## src/rtl/burst_pulse_generator.sv

```systemverilog
`default_nettype none
// ============================================================================
//  Module      : burst_pulse_generator
//  Description : Programmable pulse-train generator. After a Start request it
//                emits periods of (Ticks+1) cycles with Width high cycles at
//                the start of each one, either continuously, for Count
//                periods, or for a single period, then strobes Done.
//  Revision    : 1.0  initial release
// ============================================================================
module burst_pulse_generator #(
   parameter int SIZE     = 8,
   parameter int CNT_SIZE = 8
) (
   input  logic                Clk,
   input  logic                Rst_n,
   input  logic                Start,
   input  logic                Stop,
   input  logic [1:0]          Mode,
   input  logic [SIZE-1:0]     Ticks,
   input  logic [SIZE-1:0]     Width,
   input  logic [CNT_SIZE-1:0] Count,
   output logic                Pulse,
   output logic                Busy,
   output logic                Done,
   output logic [CNT_SIZE-1:0] PeriodCount
);

   typedef enum logic [1:0] {
      S_IDLE = 2'd0,
      S_RUN  = 2'd1,
      S_DONE = 2'd2
   } state_t;

   localparam logic [1:0] c_MODE_CONT  = 2'b00;
   localparam logic [1:0] c_MODE_BURST = 2'b01;

   state_t              r_state, w_state_nxt;
   logic [1:0]          r_mode, w_mode_nxt;
   logic [SIZE-1:0]     r_ticks, w_ticks_nxt;
   logic [SIZE-1:0]     r_width, w_width_nxt;
   logic [CNT_SIZE-1:0] r_count, w_count_nxt;
   logic [SIZE-1:0]     r_phase, w_phase_nxt;
   logic [CNT_SIZE-1:0] r_pc, w_pc_nxt;
   logic                r_pulse, w_pulse_nxt;
   logic                r_busy, w_busy_nxt;
   logic                r_done, w_done_nxt;

   logic                w_period_end;
   logic [SIZE-1:0]     w_phase_inc;
   logic [CNT_SIZE-1:0] w_pc_inc;
   logic                w_last_period;

   assign w_period_end = (r_phase == r_ticks);
   assign w_phase_inc  = r_phase + SIZE'(1);
   assign w_pc_inc     = r_pc + CNT_SIZE'(1);

   // Decide whether the period now ending is the final one of the run
   always_comb begin
      w_last_period = 1'b1;
      if (r_mode == c_MODE_CONT) begin
         w_last_period = 1'b0;
      end else if (r_mode == c_MODE_BURST) begin
         w_last_period = (w_pc_inc == r_count);
      end
   end

   // Next-state and next-output logic; outputs default low so IDLE/DONE exits are clean
   always_comb begin
      w_state_nxt = r_state;
      w_mode_nxt  = r_mode;
      w_ticks_nxt = r_ticks;
      w_width_nxt = r_width;
      w_count_nxt = r_count;
      w_phase_nxt = r_phase;
      w_pc_nxt    = r_pc;
      w_pulse_nxt = 1'b0;
      w_busy_nxt  = 1'b0;
      w_done_nxt  = 1'b0;
      case (r_state)
         S_IDLE: begin
            if (Start && !Stop) begin
               w_mode_nxt  = Mode;
               w_ticks_nxt = Ticks;
               w_width_nxt = Width;
               w_count_nxt = Count;
               w_phase_nxt = '0;
               w_pc_nxt    = '0;
               if ((Mode == c_MODE_BURST) && (Count == '0)) begin
                  // Empty burst: complete immediately without ever running
                  w_state_nxt = S_DONE;
                  w_done_nxt  = 1'b1;
               end else begin
                  w_state_nxt = S_RUN;
                  w_busy_nxt  = 1'b1;
                  w_pulse_nxt = (Width != '0);
               end
            end
         end
         S_RUN: begin
            if (Stop) begin
               // Abort wins over a coinciding completion; PeriodCount holds
               w_state_nxt = S_IDLE;
            end else if (w_period_end) begin
               w_pc_nxt = w_pc_inc;
               if (w_last_period) begin
                  w_state_nxt = S_DONE;
                  w_done_nxt  = 1'b1;
               end else begin
                  w_phase_nxt = '0;
                  w_busy_nxt  = 1'b1;
                  w_pulse_nxt = (r_width != '0);
               end
            end else begin
               w_phase_nxt = w_phase_inc;
               w_busy_nxt  = 1'b1;
               w_pulse_nxt = (w_phase_inc < r_width);
            end
         end
         S_DONE: begin
            w_state_nxt = S_IDLE;
         end
         default: begin
            w_state_nxt = S_IDLE;
         end
      endcase
   end

   // State and registered-output update with synchronous active-low reset
   always_ff @(posedge Clk) begin
      if (!Rst_n) begin
         r_state <= S_IDLE;
         r_mode  <= '0;
         r_ticks <= '0;
         r_width <= '0;
         r_count <= '0;
         r_phase <= '0;
         r_pc    <= '0;
         r_pulse <= 1'b0;
         r_busy  <= 1'b0;
         r_done  <= 1'b0;
      end else begin
         r_state <= w_state_nxt;
         r_mode  <= w_mode_nxt;
         r_ticks <= w_ticks_nxt;
         r_width <= w_width_nxt;
         r_count <= w_count_nxt;
         r_phase <= w_phase_nxt;
         r_pc    <= w_pc_nxt;
         r_pulse <= w_pulse_nxt;
         r_busy  <= w_busy_nxt;
         r_done  <= w_done_nxt;
      end
   end

   assign Pulse       = r_pulse;
   assign Busy        = r_busy;
   assign Done        = r_done;
   assign PeriodCount = r_pc;

endmodule
`default_nettype wire

```

## config.mk

```make
export PLATFORM = sky130hd
export DESIGN_NAME = burst_pulse_generator
export DESIGN_NICKNAME = d
export VERILOG_FILES = /design/src/rtl/burst_pulse_generator.sv
export SDC_FILE = /design/constraint.sdc
export NUM_CORES = 1
export LEC_CHECK = 0
export BUFFER_PORTS_ARGS = -buffer_cell sky130_fd_sc_hd__buf_2
export CORE_MARGIN = 2
export CORE_UTILIZATION = 50
export DETAILED_ROUTE_END_ITERATION = 8
export GPL_ROUTABILITY_DRIVEN = 0
export GPL_TIMING_DRIVEN = 0
export PLACE_DENSITY = 0.72
export SYNTH_ARGS = -nofsm -noshare
export SYNTH_HDL_FRONTEND = slang
export SYNTH_SLANG_ARGS = --single-unit
```

## constraint.sdc

```tcl
create_clock -name Clk -period 3.66 [get_ports Clk]
set_input_delay 0.366 -clock Clk [delete_from_list [all_inputs] [get_ports Clk]]
set_output_delay 0.366 -clock Clk [all_outputs]
set_load 0.02 [all_outputs]
```

==> impl_metrics.tcl <==
set metrics [dict create \
    initial_core_util_pct 52.94 \
    final_nets 411 \
    timing.slew.headroom_pct 57.46 \
    die_w_um 75.42 \
    slew_violations 0 \
    hp-class "input pin to register" \
    vias 2353 \
    setup_violations 0 \
    syn_to_final_growth_pct 15.11 \
    drc 0 \
    root_buffer "clkbuf_8" \
    wirelength_um 6108 \
    end_kind "register" \
    ir_drop_mv 0.2131 \
    die_area_mm2 0.005687 \
    diodes 0 \
    vias_per_cell 5.360 \
    detail-route-antenna-nets 0 \
    synth_largest_area_cell "dfxtp_1" \
    tightest_slew_ns 0.6339 \
    powerDensity_mw_per_mm2 358.8 \
    async_reset_ff_share_pct 0 \
    numPortBuffers 39 \
    period_needed_ns 2.402 \
    fin_setup_tns_ns 0 \
    io_pins 41 \
    cts.clk_slew.worst_paths_ns 0.09 \
    critPathKind "register to register" \
    cpMaxStageDelayCell "a41oi_1" \
    report.final.hold_viol_count 0 \
    fin_skew_ns 0.003322 \
    critPathRequiredTime_ns 3.86 \
    gr-usage-all-layers_pct 23.40 \
    arrival_ns 2.60 \
    synth-main-ff-cell "dfxtp_1" \
    synth_fp_nets 365 \
    gr-total-overflow 0 \
    status "finished, final reports clean" \
    cp-start-kind "register" \
    fin_ws_ns 1.258 \
    p_leak_nw 1.179 \
    syn_inst 326 \
    post_cts_resize_count 0 \
    rsz0062_at_grt "no" \
    grt_max_degree 15 \
    post-route-util_pct 60.94 \
    path_max_fanout 8 \
    wl_per_cell_um 13.91 \
    grt_pass1_vias 2074 \
    ys_types 51 \
    ys_seq_area_share_pct 36.90 \
    clkLatencyLatePin_ns 0.30 \
    hpwl_um 4634 \
    ys_ff_latch 47 \
    layout-drive-gt1-share_pct 14.78 \
    clock_path_buffers 2 \
    num_rows 25 \
    nFillCells 482 \
    cts_tree "done" \
    core_mm2 0.004817 \
    antenna_found_initial 0 \
    drtIter0Drc 163 \
    die_h_um 75.42 \
    holdBufCountCts 0 \
    cpPeakStageDelay_ns 0.49 \
    yosys_warnings 0 \
    fmax_ghz 0.4163 \
    timing.final.crit_share_pct 65.63 \
    drtPass1Iterations 4 \
    cap_violations 0 \
    cts_setup_buffers 0 \
    synth_edf_count 0 \
    htree_num_levels 2 \
    synth_top_area_share_pct 36.90 \
    grt_pass1_wl_um 10120 \
    cts_made_buffers 5 \
    cts.sinks 47 \
    dp_worst_setup_slack_ns 1.259 \
    path_cells "nand3_1, or3_1, xnor2_1, a41oi_1, nor2b_1, a211o_1" \
    netlist_area_mm2 0.002550 \
    synth_area_leaders "dfxtp_1 37%, nand2_1 10%, a21oi_1 6.5%" \
    syn_area_per_cell_um2 7.822 \
    whs_ns 0.2623 \
]
==> cells by family after synthesis <==
family	Yosys count	synth area share, %
AO/OA/AOI/OAI	77	18.69
buffers and inverters	31	5.054
multiplexers	2	0.8341
AND/OR/NAND/NOR	136	25.86
flip-flops	47	36.90
adder cells (fa/ha/maj)	9	4.416
XOR/XNOR	24	8.243
==> per-layer routing <==
metal / track usage, % / vias to the layer above / share of wire, %
li1: - / 1227 / -
met1: 36.27 / 1065 / 51
met2: 33.24 / 53 / 43
met3: 4.365 / 8 / 4.6
met4: 5.848 / 0 / 1.0
met5: 0 / - / 0
==> state kept, by name (all words and copies together) (netlist names) <==
| signal | count |
|---|---|
| r_count | 8 |
| Pulse | 1 |
| r_ticks | 8 |
| PeriodCount | 8 |
| r_width | 8 |
| r_state | 2 |
| r_mode | 2 |
| r_phase | 8 |
| Busy | 1 |
| Done | 1 |
==> stage by stage <==
step | cells | total power [W] | cell area, um^2
4_1_cts | 439 | 0.001056 | 2935
6_report | 439 | 0.001053 | 2935
3_3_place_gp | 432 | 0.0006834 | 2829
2_1_floorplan | 326 | 0.0006360 | 2550
5_1_grt | 439 | 0.001100 | 2935
3_5_place_dp | 432 | 0.0006858 | 2829
==> critical path: cells and delay by family, from the launching register on <==
family | cells | cell delay [ns]
AND/OR/NAND/NOR | 3 | 0.84
AO/OA/AOI/OAI | 2 | 0.80
XOR/XNOR | 1 | 0.17
flip-flops | 1 | 0.48
==> synthesized netlist by cell type (all sizes together) (2+ instances only) <==
| master | instances |
|---|---|
| a21oi | 33 |
| and3 | 2 |
| inv | 12 |
| or2 | 2 |
| o211ai | 2 |
| or3 | 3 |
| a211o | 3 |
| and4 | 3 |
| nor3 | 9 |
| nand3 | 12 |
| clkbuf | 13 |
| xor2 | 12 |
| o21ai | 12 |
| a31oi | 3 |
| a31o | 2 |
| ha | 9 |
| nor2 | 12 |
| nand2 | 68 |
| nand2b | 2 |
| nor4 | 10 |
| o31ai | 2 |
| a21o | 3 |
| buf | 5 |
| nor2b | 3 |
| dfxtp | 47 |
| and2 | 2 |
| a21boi | 6 |
| xnor2 | 12 |
| o21a | 4 |
==> final timing paths <==
path	start	to	slack [ns]	depth (start not counted)
max reg2reg	PeriodCount[0]	r_phase[2]	1.26	6
min reg2reg	r_ticks[2]	r_ticks[2]	0.47	2
max	PeriodCount[0]	r_phase[2]	1.26	6
min	Stop	r_state[1]	0.26	2
==> report_power, final <==
group | switching, W | total, W | internal (W)
logic | 0.0000855 | 0.000135 | 0.0000492
clock network | 0.000178 | 0.000377 | 0.000200
registers | 0.0000139 | 0.000541 | 0.000527
==> layout by cell type (no fill, tap or decap), types with 11 or more instances in the layout <==
cell type and n:
inv_1 12, xor2_1 12, nor2_1 12, buf_2 43, xnor2_1 12, a21oi_1 33
clkbuf_1 13, o21ai_0 11, dfxtp_1 47, nand2_1 68, nand3_1 12
==> cell type report <==
type | instances | area (um^2) | share of cell area [%]
clock buffer | 5 | 68.82 | 2.344
sequential | 47 | 940.9 | 32.05
tap | 67 | 83.83 | 2.856
buffer | 18 | 80.08 | 2.728
multi-input combinational | 248 | 1480 | 50.43
inverter | 13 | 48.80 | 1.662
clock inverter | 2 | 37.54 | 1.279
timing repair buffer | 39 | 195.2 | 6.650
No activity file was read; power rests on OpenSTA's default activity.
